`src/rtl/matrix_bram_arbiter_pkg.sv`:
```
// rtl/matrix_bram_arbiter_pkg.sv - shared types and constants for the matrix BRAM arbiter
package matrix_bram_pkg;

  typedef enum logic [1:0] {
    ST_ARB,
    ST_OWNED,
    ST_DRAIN
  } arb_state_t;

  localparam int REQ_WRITER   = 0;
  localparam int REQ_READER   = 1;
  localparam int REQ_COMPUTE  = 2;
  localparam int DRAIN_CYCLES = 2;

endpackage

```
`src/rtl/matrix_bram_arbiter_rr_priority_picker.sv`:
```
// rtl/matrix_bram_arbiter_rr_priority_picker.sv - first set request at or after a rotating pointer
module rr_priority_picker #(
  parameter int NUM_REQ = 3,
  parameter int IDX_W   = $clog2(NUM_REQ)
) (
  input  logic [NUM_REQ-1:0] req,
  input  logic [IDX_W-1:0]   rr_ptr,
  output logic               valid,
  output logic [IDX_W-1:0]   idx
);

  logic [IDX_W-1:0] cand;

  always_comb begin
    valid = 1'b0;
    idx   = '0;
    cand  = rr_ptr;
    for (int off = 0; off < NUM_REQ; off++) begin
      if (!valid && req[cand]) begin
        valid = 1'b1;
        idx   = cand;
      end
      cand = (cand == IDX_W'(NUM_REQ - 1)) ? '0 : cand + 1'b1;
    end
  end

endmodule

```
`src/rtl/matrix_bram_arbiter.sv`:
```
// rtl/matrix_bram_arbiter.sv - round-robin transaction-locking arbiter for the shared matrix BRAM port
module matrix_bram_arbiter
  import matrix_bram_pkg::*;
#(
  parameter int NUM_REQ    = 3,
  parameter int DATA_WIDTH = 32,
  parameter int ADDR_WIDTH = 14,
  localparam int IDX_W     = $clog2(NUM_REQ)
) (
  input  logic                          clk,
  input  logic                          rst_n,
  input  logic [NUM_REQ-1:0]            req,
  output logic [NUM_REQ-1:0]            grant,
  output logic                          busy,
  output logic [IDX_W-1:0]              owner_id,
  input  logic [NUM_REQ-1:0]            rq_wr_en,
  input  logic [NUM_REQ-1:0]            rq_rd_en,
  input  logic [NUM_REQ*ADDR_WIDTH-1:0] rq_addr,
  input  logic [NUM_REQ*DATA_WIDTH-1:0] rq_din,
  output logic [DATA_WIDTH-1:0]         rq_rdata,
  output logic [NUM_REQ-1:0]            rq_rvalid,
  output logic                          access_violation,
  output logic                          bram_en,
  output logic                          bram_we,
  output logic [ADDR_WIDTH-1:0]         bram_addr,
  output logic [DATA_WIDTH-1:0]         bram_din,
  input  logic [DATA_WIDTH-1:0]         bram_dout
);

  arb_state_t         state;
  logic [IDX_W-1:0]   rr_ptr;
  logic [IDX_W-1:0]   next_ptr;
  logic [1:0]         drain_cnt;
  logic [NUM_REQ-1:0] rd_tag;
  logic [NUM_REQ-1:0] owner_mask;
  logic               pick_valid;
  logic [IDX_W-1:0]   pick_idx;
  logic               own_wr;
  logic               own_rd;
  logic               stray;

  rr_priority_picker #(
    .NUM_REQ(NUM_REQ),
    .IDX_W  (IDX_W)
  ) u_picker (
    .req   (req),
    .rr_ptr(rr_ptr),
    .valid (pick_valid),
    .idx   (pick_idx)
  );

  assign owner_mask = (state == ST_OWNED) ? (NUM_REQ'(1) << owner_id) : '0;
  assign own_wr     = |(rq_wr_en & owner_mask);
  assign own_rd     = |(rq_rd_en & owner_mask);
  assign stray      = |((rq_wr_en | rq_rd_en) & ~owner_mask);
  assign next_ptr   = (owner_id == IDX_W'(NUM_REQ - 1)) ? '0 : owner_id + 1'b1;
  assign busy       = (state != ST_ARB);
  // Read data is only meaningful alongside rvalid; keep it quiet otherwise.
  assign rq_rdata   = (|rq_rvalid) ? bram_dout : '0;

  always_ff @(posedge clk or negedge rst_n) begin
    if (!rst_n) begin
      state            <= ST_ARB;
      rr_ptr           <= '0;
      drain_cnt        <= '0;
      owner_id         <= '0;
      grant            <= '0;
      bram_en          <= 1'b0;
      bram_we          <= 1'b0;
      bram_addr        <= '0;
      bram_din         <= '0;
      rd_tag           <= '0;
      rq_rvalid        <= '0;
      access_violation <= 1'b0;
    end else begin
      bram_en <= own_wr | own_rd;
      bram_we <= own_wr;
      if (own_wr | own_rd) begin
        bram_addr <= rq_addr[int'(owner_id)*ADDR_WIDTH +: ADDR_WIDTH];
        bram_din  <= rq_din[int'(owner_id)*DATA_WIDTH +: DATA_WIDTH];
      end
      // Tag follows the read through the BRAM's one-cycle latency; write wins a tie.
      rd_tag           <= (own_rd && !own_wr) ? owner_mask : '0;
      rq_rvalid        <= rd_tag;
      access_violation <= stray;

      case (state)
        ST_ARB: begin
          if (pick_valid) begin
            state    <= ST_OWNED;
            owner_id <= pick_idx;
            grant    <= NUM_REQ'(1) << pick_idx;
          end
        end
        ST_OWNED: begin
          if (!req[owner_id]) begin
            state     <= ST_DRAIN;
            grant     <= '0;
            rr_ptr    <= next_ptr;
            drain_cnt <= 2'(DRAIN_CYCLES - 1);
          end
        end
        ST_DRAIN: begin
          if (drain_cnt == 2'd0) state <= ST_ARB;
          else drain_cnt <= drain_cnt - 2'd1;
        end
        default: state <= ST_ARB;
      endcase
    end
  end

endmodule

```
`config.mk`:
```
export PLATFORM = sky130hd
export DESIGN_NAME = matrix_bram_arbiter
export DESIGN_NICKNAME = d
export VERILOG_FILES = /design/src/rtl/matrix_bram_arbiter_pkg.sv /design/src/rtl/matrix_bram_arbiter_rr_priority_picker.sv /design/src/rtl/matrix_bram_arbiter.sv
export SDC_FILE = /design/constraint.sdc
export NUM_CORES = 1
export LEC_CHECK = 0
export CAP_MARGIN = 20
export CORE_MARGIN = 5
export CORE_UTILIZATION = 37
export CTS_CLUSTER_SIZE = 24
export DETAILED_ROUTE_END_ITERATION = 8
export GPL_TIMING_DRIVEN = 1
export PLACE_DENSITY = 0.82
export SYNTH_ARGS = -nofsm -noshare
export SYNTH_HDL_FRONTEND = slang
export SYNTH_SLANG_ARGS = --single-unit
```
`constraint.sdc`:
```
create_clock -name clk -period 3.8 [get_ports clk]
set_input_delay 1.14 -clock clk [delete_from_list [all_inputs] [get_ports clk]]
set_output_delay 1.14 -clock clk [all_outputs]
set_load 0.02 [all_outputs]
```
==> key figures <==
Synthesis
  – Ys async rst share: 100%
  – Synth Net Count: 558
  – Number of synthesized flops with an enable pin: 0
  – Syn Area/Cell: 10.4 µm²
  – Synth Warn #: 0
  – Yosys top cell area share: 42.1%
  – Syn Inst Count: 376
  – Top_reg_cell synth: dfrtp_1
  – Sequential-to-total area share from yosys stat: 42.1%
  – Largest area contributor in the netlist: dfrtp_1
  – Post-Syn Area: 3920 µm²
  – Synth cell types: 37
  – Synth top area cells: dfrtp_1 42%, mux2i_1 12%, mux2_4 11%
  – Flip-flop and latch count after synthesis: 66

Clock network
  – Root buf cell: clkbuf_8
  – Maximum root-to-sink buffer count: 2
  – Sink Count: 66
  – Clk_lat worst skew: 0.34 ns
  – CTS H-tree depth: 3
  – CTS Buf Count: 9
  – TritonCTS clock tree: done
  – Reg clk slew, reported paths: 0.07 ns
  – # Post-CTS Setup Buffers: 0
  – Post-cts hold buffer count: 0
  – PostCTS Resize Cnt: 0

Global route
  – First-pass GRT wire length: 22.5 mm
  – GRT Util Overall: 22.1%
  – Vias in the first global route: 4159
  – Initial antenna violation count: 0
  – Remaining global-route overflow: 0
  – Largest net degree at the start of global routing: 48

Final layout
  – Final net count: 821
  – Antenna diode count: 0
  – Share of cells above drive strength 1: 12.7%
  – Layout area overhead: 77.7%
  – Fin util: 67.5%
  – Final instance area: 6970 µm²
  – FF/Latch Area: 1660 µm²
  – Number of fill cells: 828
  – Most frequent cells in the layout: 269 x clkdlybuf4s50_1, 64 x dfrtp_1, 56 x o21ai_0
  – Footprint of the multi-input gates: 2130 µm²
  – Most common cell after layout, fill and taps aside: clkdlybuf4s50_1

Setup path
  – Kind of critical path: input pin to output port
  – Worst endpoint required time: 2.66 ns
  – Worst reg-to-reg setup slack: 1.33 ns
  – Worst R2R Start: owner_id[0]$_DFFE_PN0P_
  – Most used cell, CP: clkdlybuf4s50_1
  – Crit path DAT: 2.40 ns
  – FF-to-FF path depth: 4
  – Slowest cell on the critical path: clkdlybuf4s50_1
  – CP Buf/Inv Count: 2
  – Crit path largest cell delay: 0.66 ns
  – Worst-path cell chain: clkdlybuf4s50_1 > nor2b_1 > clkdlybuf4s50_1
  – Critical path's top delay family: buffers and inverters
  – Crit-path max FO: 1
  – Type of origin of the critical path: input pin
  – FF-to-FF End: bram_din[13]$_DFFE_PN0P_
  – Worst Setup End Kind: output port

Pwr
  – PwrDens: 753 nW/µm²
  – Leak: 2.85 nW
  – Maximum vdd drop: 0.340 mV

Routing
  – Wire per inst: 18.6 µm
  – Drc violations: 0
  – DR pass1 iterations: 4
  – DRT iter0 DRCs: 181
  – Via density: 4.92
  – Total Wirelength: 14.5 mm
  – Routed Antenna Nets: 0
  – Total number of vias: 3840

Min path
  – Hold WC Path Type: flip-flop to flip-flop
  – Hold EP: rq_rvalid[2]$_DFF_PN0_
  – Hold Path Origin: rd_tag[2]$_DFF_PN0_
  – Hold path depth: 0

Timing
  – Final min period: 3.54 ns
  – Clock Skew: 0.0136 ns
  – Worst slew pin tran: 0.697 ns
  – Final Hold Viols: 0
  – Setup-failing EPs final: 0
  – RSZ-0062 raised after global routing: no
  – Fin crit share: 93.1%
  – Fmax: 283 MHz
  – Pins Over Slew Limit: 0
  – Slew headroom: 53.2%
  – Sum Neg Setup Slack: 0 ns

Job
  – Max cap viols: 0

Placed design
  – DP Wirelength: 11.5 mm
  – Placed Area: 6730 µm²
  – Final GP Congestion: 0.897
  – IO buf count: 270

Die
  – Die H: 113 µm
  – Die width: 113 µm
  – Ports: 271
  – Initial Utilization: 38.0%
  – # rows: 37
  – Total die area: 12800 µm²
  – Core area: 10300 µm²

Outcome
  – Status: completed
[power by group]
part           total, mW  internal [mW]  switching, mW  leakage [nW]
combinational       3.25           1.74           1.51          1.94
sequential          1.35           1.04          0.307         0.808
clock              0.654          0.368          0.286         0.105
[flip-flops by register name, indices dropped and copies added (netlist names)]
| name | count |
|---|---|
| owner_id | 2 |
| bram_en | 1 |
| access_violation | 1 |
| state | 2 |
| grant | 3 |
| bram_din | 32 |
| bram_addr | 14 |
| rd_tag | 3 |
| bram_we | 1 |
| rq_rvalid | 3 |
| rr_ptr | 2 |
| drain_cnt | 2 |
[cell families after synthesis]
logic type / after synthesis / share of synthesized area [%]
and+or+nand+nor: 102 / 13.1
adders and majority gates: 1 / 0.319
muxes: 96 / 28.8
AOI/OAI and AO/OA: 78 / 11.6
buffers and inverters: 33 / 4.15
DFF: 66 / 42.1
[worst max-delay path by stage]
stage            startpoint  slack, ns          end  depth (start not counted)
2_1_floorplan  bram_dout[0]       1.19  rq_rdata[0]                          1
3_3_place_gp   bram_dout[6]       0.27  rq_rdata[6]                          3
3_5_place_dp   bram_dout[5]       0.26  rq_rdata[5]                          3
4_1_cts        bram_dout[5]       0.25  rq_rdata[5]                          3
5_1_grt        bram_dout[1]       0.21  rq_rdata[1]                          3
6_report       bram_dout[5]       0.26  rq_rdata[5]                          3
[Yosys cell counts (2+ instances only)]
cell,instances
buf_2,7
dfrtp_1,66
mux2_2,19
buf_6,4
nand2_1,51
o21ai_0,56
inv_1,7
buf_1,3
nor2_1,8
clkbuf_1,12
nor2b_1,33
nor3_1,2
o211ai_1,3
nand3b_1,2
a21oi_1,3
a21o_1,3
a211o_1,2
mux2_4,29
mux2i_1,48
[layout make-up]
type                    count  area share, %
repair buffers            278           39.8
clock inverters             7           1.35
clock buffers               9           1.78
inverters                   7          0.377
multi-input cells         277           30.5
flip-flops and latches     66           23.8
well taps                 136           2.44
[through the flow]
stage	cells	hold slack [ns]	power, mW	worst slack [ns]
after detailed placement	763	0.341	4.60	0.259
final	780	0.355	5.25	0.261
after CTS	779	0.354	5.27	0.249
after global placement	763	0.332	4.51	0.267
after floorplan	376	0.331	3.37	1.19
after global routing	780	0.364	5.58	0.209
[metal layers]
metal	GRT usage, %	vias up	share of wire, %
met1	24.6	1812	38
met4	6.09	0	1.8
li1	-	1839	-
met5	0	-	0
met2	40.0	173	52
met3	7.43	16	7.9
No activity file was read; power rests on OpenSTA's default activity.
